**src/rtl/video_fade_pkg.sv**
```systemverilog
// Shared types and constants for the video fade stage.
// Brightness is an 8-bit level; 0 is black and 255 is full intensity.
package video_fade_pkg;

   typedef enum logic [1:0] {
      BLACK    = 2'd0,
      FADE_IN  = 2'd1,
      ON       = 2'd2,
      FADE_OUT = 2'd3
   } fade_state_t;

   localparam logic [7:0] LEVEL_MAX = 8'hFF;
   localparam logic [7:0] LEVEL_MIN = 8'h00;

endpackage

```
**src/rtl/fade_channel_scale.sv**
```systemverilog
// One colour channel: out = (c * (level + 1)) >> 8, in two register stages.
// Stage 1 holds the 17-bit product; stage 2 holds the shifted result.
module fade_channel_scale
(
   input  logic       clk,
   input  logic       reset,
   input  logic [7:0] level,
   input  logic [7:0] c_in,
   output logic [7:0] c_out
);

   logic [16:0] r_prod;
   logic [16:0] w_prod;

   assign w_prod = {9'd0, c_in} * ({9'd0, level} + 17'd1);

   // The product never exceeds 255*256, so bit 16 only ever guards the result.
   always_ff @(posedge clk or posedge reset) begin
      if (reset) begin
         r_prod <= '0;
         c_out  <= '0;
      end else begin
         r_prod <= w_prod;
         c_out  <= r_prod[16] ? 8'hFF : r_prod[15:8];
      end
   end

endmodule

```
**src/rtl/video_fade.sv**
```systemverilog
// Per-frame fade-in/fade-out of the video output, with sync, blank and
// data-enable delayed to stay aligned with the 2-cycle colour pipeline.
module video_fade
   import video_fade_pkg::*;
#(
   parameter logic [7:0] LEVEL_STEP = 8'd8
)
(
   input  logic        clk_vid_33_095,
   input  logic        reset,
   input  logic        fade_out_req,
   input  logic        in_hsync,
   input  logic        in_vsync,
   input  logic        in_hblank,
   input  logic        in_vblank,
   input  logic        in_de,
   input  logic [23:0] in_rgb,
   output logic        hsync,
   output logic        vsync,
   output logic        hblank,
   output logic        vblank,
   output logic        de,
   output logic [23:0] rgb,
   output logic [7:0]  fade_level,
   output logic        fade_busy,
   output fade_state_t fade_state
);

   logic        r_vsync_prev;
   logic        w_tick;
   fade_state_t r_state;
   fade_state_t w_state_nxt;
   logic [7:0]  r_level;
   logic [7:0]  w_level_nxt;
   logic        r_busy;
   logic [8:0]  w_add9;
   logic [8:0]  w_sub9;
   logic [7:0]  w_sat_add;
   logic [7:0]  w_sat_sub;
   logic [4:0]  r_sync_d1;
   logic [4:0]  r_sync_d2;

   assign w_tick = in_vsync & ~r_vsync_prev;

   // Carry out of the 9-bit add means overflow; bit 8 set after subtract means underflow.
   assign w_add9    = {1'b0, r_level} + {1'b0, LEVEL_STEP};
   assign w_sub9    = {1'b0, r_level} - {1'b0, LEVEL_STEP};
   assign w_sat_add = w_add9[8] ? LEVEL_MAX : w_add9[7:0];
   assign w_sat_sub = w_sub9[8] ? LEVEL_MIN : w_sub9[7:0];

   always_comb begin
      w_state_nxt = r_state;
      w_level_nxt = r_level;
      if (w_tick) begin
         case (r_state)
            BLACK: begin
               if (!fade_out_req) begin
                  w_state_nxt = FADE_IN;
                  w_level_nxt = LEVEL_STEP;
               end
            end
            FADE_IN: begin
               if (fade_out_req) begin
                  w_state_nxt = FADE_OUT;
                  w_level_nxt = w_sat_sub;
               end else begin
                  w_level_nxt = w_sat_add;
                  if (w_sat_add == LEVEL_MAX) w_state_nxt = ON;
               end
            end
            ON: begin
               if (fade_out_req) begin
                  w_state_nxt = FADE_OUT;
                  w_level_nxt = LEVEL_MAX - LEVEL_STEP;
               end
            end
            FADE_OUT: begin
               if (!fade_out_req) begin
                  w_state_nxt = FADE_IN;
                  w_level_nxt = w_sat_add;
               end else begin
                  w_level_nxt = w_sat_sub;
                  if (w_sat_sub == LEVEL_MIN) w_state_nxt = BLACK;
               end
            end
            default: begin
               w_state_nxt = BLACK;
               w_level_nxt = LEVEL_MIN;
            end
         endcase
      end
   end

   always_ff @(posedge clk_vid_33_095 or posedge reset) begin
      if (reset) begin
         r_vsync_prev <= 1'b0;
         r_state      <= BLACK;
         r_level      <= LEVEL_MIN;
         r_busy       <= 1'b0;
         r_sync_d1    <= '0;
         r_sync_d2    <= '0;
      end else begin
         r_vsync_prev <= in_vsync;
         r_state      <= w_state_nxt;
         r_level      <= w_level_nxt;
         r_busy       <= (w_state_nxt == FADE_IN) || (w_state_nxt == FADE_OUT);
         r_sync_d1    <= {in_hsync, in_vsync, in_hblank, in_vblank, in_de};
         r_sync_d2    <= r_sync_d1;
      end
   end

   fade_channel_scale u_scale_r (
      .clk   (clk_vid_33_095),
      .reset (reset),
      .level (r_level),
      .c_in  (in_rgb[23:16]),
      .c_out (rgb[23:16])
   );

   fade_channel_scale u_scale_g (
      .clk   (clk_vid_33_095),
      .reset (reset),
      .level (r_level),
      .c_in  (in_rgb[15:8]),
      .c_out (rgb[15:8])
   );

   fade_channel_scale u_scale_b (
      .clk   (clk_vid_33_095),
      .reset (reset),
      .level (r_level),
      .c_in  (in_rgb[7:0]),
      .c_out (rgb[7:0])
   );

   assign {hsync, vsync, hblank, vblank, de} = r_sync_d2;
   assign fade_level = r_level;
   assign fade_busy  = r_busy;
   assign fade_state = r_state;

endmodule
```
**config.mk**
```make
export PLATFORM = sky130hd
export DESIGN_NAME = video_fade
export DESIGN_NICKNAME = d
export VERILOG_FILES = /design/src/rtl/video_fade_pkg.sv /design/src/rtl/fade_channel_scale.sv /design/src/rtl/video_fade.sv
export SDC_FILE = /design/constraint.sdc
export NUM_CORES = 1
export LEC_CHECK = 0
export ABC_AREA = 1
export BUFFER_PORTS_ARGS = -buffer_cell sky130_fd_sc_hd__buf_2
export CAP_MARGIN = 5
export CORE_UTILIZATION = 63
export CTS_CLUSTER_SIZE = 25
export DETAILED_ROUTE_END_ITERATION = 8
export GPL_TIMING_DRIVEN = 0
export PLACE_DENSITY = 0.92
export RECOVER_POWER = 25
export SYNTH_ARGS = -nofsm -noshare
export SYNTH_HDL_FRONTEND = slang
export SYNTH_HIERARCHICAL = 1
export SYNTH_SLANG_ARGS = --single-unit
```
**constraint.sdc**
```tcl
create_clock -name clk_vid_33_095 -period 5.4 [get_ports clk_vid_33_095]
set_input_delay 0.27 -clock clk_vid_33_095 [delete_from_list [all_inputs] [get_ports clk_vid_33_095]]
set_output_delay 0.27 -clock clk_vid_33_095 [all_outputs]
set_load 0.01 [all_outputs]
```
# After elaboration in Yosys (flattened, before gate mapping)
# Index checks and enable logic that the tools add are counted.
totals:
  reg_bits: 97
  inputBits: 32
  out_inout_bits: 40
  word_cells: 50
classes:
  n_addsub: 3
  n_mul: 3
  n_eq_ne: 8
  mux: 17
  bitwise_logic: 2
  reduce_logical: 5
ops:
  columns: ["op", "n"]
  rows:
  - ["8-bit two-way mux", 8]
  - ["8-bit by 17-bit multiplier with 17-bit output", 3]
  - ["8-bit case mux with 3 select lines", 1]
  - ["2-bit two-way mux", 7]
  - ["8-bit by 1-bit adder with 9-bit output, second input constant", 1]
  - ["8-bit by 4-bit adder with 9-bit output, second input constant", 1]
  - ["8-bit by 4-bit subtractor with 9-bit output, second input constant", 1]
  - ["8-bit equality test, second input constant", 1]
  - ["8-bit logical NOT", 1]
  - ["2-bit case mux with 4 select lines", 1]
  - ["2-bit equality test, second input constant", 3]
  - ["2-bit by 1-bit equality test with 1-bit output, second input constant", 2]
  - ["2-bit != test, second input constant", 2]
  - ["3-bit AND reduction", 1]
  - ["2-bit logical NOT", 1]
  - ["2-bit OR reduction", 1]
  - ["1-bit AND", 1]
  - ["1-bit logical OR", 1]
  - ["1-bit NOT", 1]

# Depth between registers and ports, before layout
depth:
  depth_word: 9
  depth_mapped: 24
  depth_no_buf: 24

# By module
# Netlist, hierarchy kept.
modules_own_cells:
  columns: ["module", "instances", "cells_per_inst", "area_each_um2"]
  rows:
  - ["fade_channel_scale (u_scale_r)", 1, 359, 2861.5]
  - ["fade_channel_scale (u_scale_b)", 1, 358, 2842.7]
  - ["fade_channel_scale (u_scale_g)", 1, 355, 2826.5]
  - ["video_fade", 1, 156, 1138.6]

# Worst setup path before layout
# No wires, ideal clock.
synth_path:
  path_type: "flip-flop to flip-flop"
  from: "reg r_level[0], in the netlist fade_level[0]"
  to: "reg u_scale_b.r_prod[14]"
  setup_ns: 0.117
  arrival_ns: 4.807
  required_ns: 5.283
  setup_slack_ns: 0.477
  path_stages_with_launch: 20
  n_path_buf: 0
  synth_period_minus_slack_ns: 4.923
  path_cell_list: "dfrtp_1 -> ha_1 -> nand2_1 -> inv_1 -> nand4_1 -> xor2_1 -> nor2_1 -> fa_1 -> fa_1 -> fa_1 -> inv_1 -> fa_1 -> inv_1 -> ha_1 -> a21oi_1 -> o21ai_0 -> a21oi_1 -> nand2_1 -> nand2_1 -> nand2_1"
synth_via:
  elab_chain_cells: 2
synth_lines:
  columns: ["item", "line", "rtl"]
  rows:
  - ["start: declaration", "video_fade.sv:33", "logic [7:0] r_level;"]
  - ["start signal: assignment", "video_fade.sv:105", "r_level <= w_level_nxt;"]
  - ["8-bit by 1-bit adder with 9-bit output", "fade_channel_scale.sv:15", "assign w_prod = {9'd0, c_in} * ({9'd0, level} + 17'd1);"]
  - ["8-bit by 17-bit multiplier with 17-bit output", "fade_channel_scale.sv:15", null]
  - ["via u_scale_b.w_prod[14]", "fade_channel_scale.sv:13", "logic [16:0] w_prod;"]
  - ["end signal: assignment", "fade_channel_scale.sv:23", "r_prod <= w_prod;"]
  - ["end: declaration", "fade_channel_scale.sv:12", "logic [16:0] r_prod;"]
# The timed path passes the listed nets, and every way through them passes these cells.
# A chain may end at the register's enable or synchronous reset.

# Worst setup path in the final report
layout_path:
  from: "reg r_level[1], in the netlist fade_level[1]"
  to: "reg u_scale_b.r_prod[15]"
# Same word-level chain as after synthesis.

==> results.yml <==
placement:
  gp_congestion: 0.925
  placed_cells: 1482
  dp_hpwl_um: 16900
  portBuffers: 70
  place_ws_ps: -453
timing:
  fmax_mhz: 195
  tightest_slew_ps: 839
  finalWorstSetupSlack_ps: 279
  rsz0062_at_grt: "false"
  drv_slew: 0
  setup_viol: 0
  fin_crit_ps: 5120
  maxSlewHeadroom_pct: 43.6
  worst_clock_skew_ps: 6.37
  finalHoldViolCount: 0
  fin_crit_sh_pct: 94.8
route:
  vias: 8136
  drc: 0
  first_pass_iters: 8
  ant_nets: 0
  wire_per_inst_um: 14.2
  viasPerCell: 5.43
  drt_iter0_markers: 528
  drt-total-wl_um: 21300
grt:
  grtUsageTotal_pct: 28.1
  grt_max_degree: 28
  antenna_found_initial: 0
  grt_pass1_wl_um: 35600
  grt_pass1_vias: 8081
  grt_overflow: 0
cells_and_area:
  antenna_cells: 0
  fin_nets: 1572
  final_cells: 1499
  drive_above_1_share_pct: 11.4
  fillers: 1069
  areaGrowthSynthToFinish_pct: 10.2
synth:
  netlist_instances: 1228
  ys_top_cells_by_count: "251 x inv_1, 227 x nand2_1, 224 x nor2_1"
  ys_warn_count: 6
  ys_types: 39
  synthArstFlopShare_pct: 100
  yosysMostFrequentCell: "inv_1"
  synth_top_cell_area_share_pct: 25.5
  yosysTopAreaCell: "fa_1"
  syn_area_sq_um: 9670
  syn_avg_cell_area_sq_um: 7.87
  synthTopCellsByArea: "fa_1 25%, dfrtp_1 18%, ha_1 14%"
  syn_nets: 1490
  ys_ff_latch: 71
  synth_flop_cell: "dfrtp_1"
  yosysSeqAreaShare_pct: 18.4
  synth-edff-count: 0
worst_setup_path:
  slowest_stage: "dfrtp_1"
  crit_type: "reg -> reg"
  critPathLaunchType: "flop"
  critical_path_arrival_ps: 5400
  crit_top_cell: "nand2_1"
  crit_required_ps: 5680
  path_max_fanout: 10
  cp_slowest_stage_delay_ps: 600
  cp-end-kind: "flop"
  path_cells: "ha_1, nand2_1, inv_1, nand4_1, xor2_4, or2_2, fa_1, inv_1, fa_1, inv_1, fa_1, inv_1, ha_1, ha_1, nand2_1, nor3_1, and2_1, nand2_1, nand2_1, nand2_1, nand2_1"
floorplan:
  die_x_um: 126
  io_pins: 72
  die_h_um: 126
  start_util_pct: 65.5
  core_sq_um: 14800
  die_area_sq_um: 15800
  core.rowCount: 44
min_path:
  min_path_type: "in -> reg"
clock_network:
  clkTransAtPathRegs_ps: 60
  root_buffer: "clkbuf_16"
  cts.path.max_buffers: 2
  htreeDepth: 3
  cts.sinks: 71
  numCtsBuffers: 9
  clk_latency_ps: 350
  cts_tree: "built"
job:
  drv_cap: 0
status:
  outcome: "complete, no violations"
metal layers:
layer / track usage [%] / wire, um
met1: 33.4 / 8390
met2: 51.1 / 10900
met3: 4.04 / 1420
met4: 11.0 / 640
met5: 0 / 0
placed cells by master (no fill, tap or decap), types with 4 or more instances in the layout:
master       n
inv_1      251
nand2_1    227
nor2_1     224
fa_1       123
ha_1       107
buf_2       70
dfrtp_1     68
a21oi_1     42
nand3_1     40
or2_2       31
o21ai_0     23
xor2_1      15
clkbuf_16    9
a21o_1       9
xnor2_1      6
xor2_2       5
nor2_2       4
nand2_2      4
nor3_1       4
clkbuf_1     4
nand3b_1     4
final cells by class:
type | instances | area (sq um) | area share [%]
timing repair buffer | 71 | 364 | 3.42
sequential | 71 | 1780 | 16.7
buffer | 4 | 31.3 | 0.293
clock buffer | 13 | 250 | 2.35
tap | 184 | 230 | 2.16
multi-input combinational | 899 | 6960 | 65.3
inverter | 254 | 953 | 8.94
clock inverter | 3 | 90.1 | 0.845
path summary, 6_finish.rpt:
kind                               start                   end  slack [ps]  depth (start not counted)
min reg2reg                 r_sync_d1[0]          r_sync_d2[0]         350                          0
max                        fade_level[1]  u_scale_b/r_prod[15]         280                         21
min                             in_hsync          r_sync_d1[4]          20                          1
min in group asynchronous          reset    u_scale_g/c_out[1]         170                          2
max in group asynchronous          reset         fade_level[0]        4600                          2
max reg2reg                fade_level[1]  u_scale_b/r_prod[15]         280                         21
per-stage QoR:
step | TNS [ps] | hold slack [ps] | utilization [%] | cell area (sq um)
after floorplan | 0 | 196 | - | 9670
after global placement | -4230 | 333 | 69.5 | 10200
after detailed placement | -6940 | 338 | 69.5 | 10200
after CTS | 0 | 19.2 | 71.9 | 10600
after global routing | 0 | 18.5 | 72.2 | 10700
final | 0 | 24.8 | 72.2 | 10700
sequential cells by signal (all words and copies together), names as in the netlist, named ones only:
register          flops
u_scale_g/r_prod      9
u_scale_b/r_prod      9
u_scale_g/c_out       8
u_scale_b/c_out       8
fade_level            8
u_scale_r/r_prod      9
r_sync_d1             5
u_scale_r/c_out       8
r_sync_d2             5
what timing repair did:
item                       CTS  global route
hold buffers                 0             0
setup endpoints to repair   27            17
gates resized for setup      3             7
setup buffers                0             1
critical path: cells and delay by family (launching register included):
family                   cells  cell delay [ps]
XOR/XNOR                     1              280
adder cells (fa/ha/maj)      6             2480
buffers and inverters        4              270
flip-flops                   1              600
AND/OR/NAND/NOR             10             1400
kinds of logic after synthesis:
group           Yosys count  synth area share [%]
fa+ha+maj               230                  39.3
buf+inv                 258                  10.2
xor+xnor                 29                  2.98
compound gates           85                  4.87
flops                    71                  18.4
simple gates            555                  24.3
Power is not shown: default switching activity piles up to over one toggle a cycle in this logic, so the estimate is an artifact.
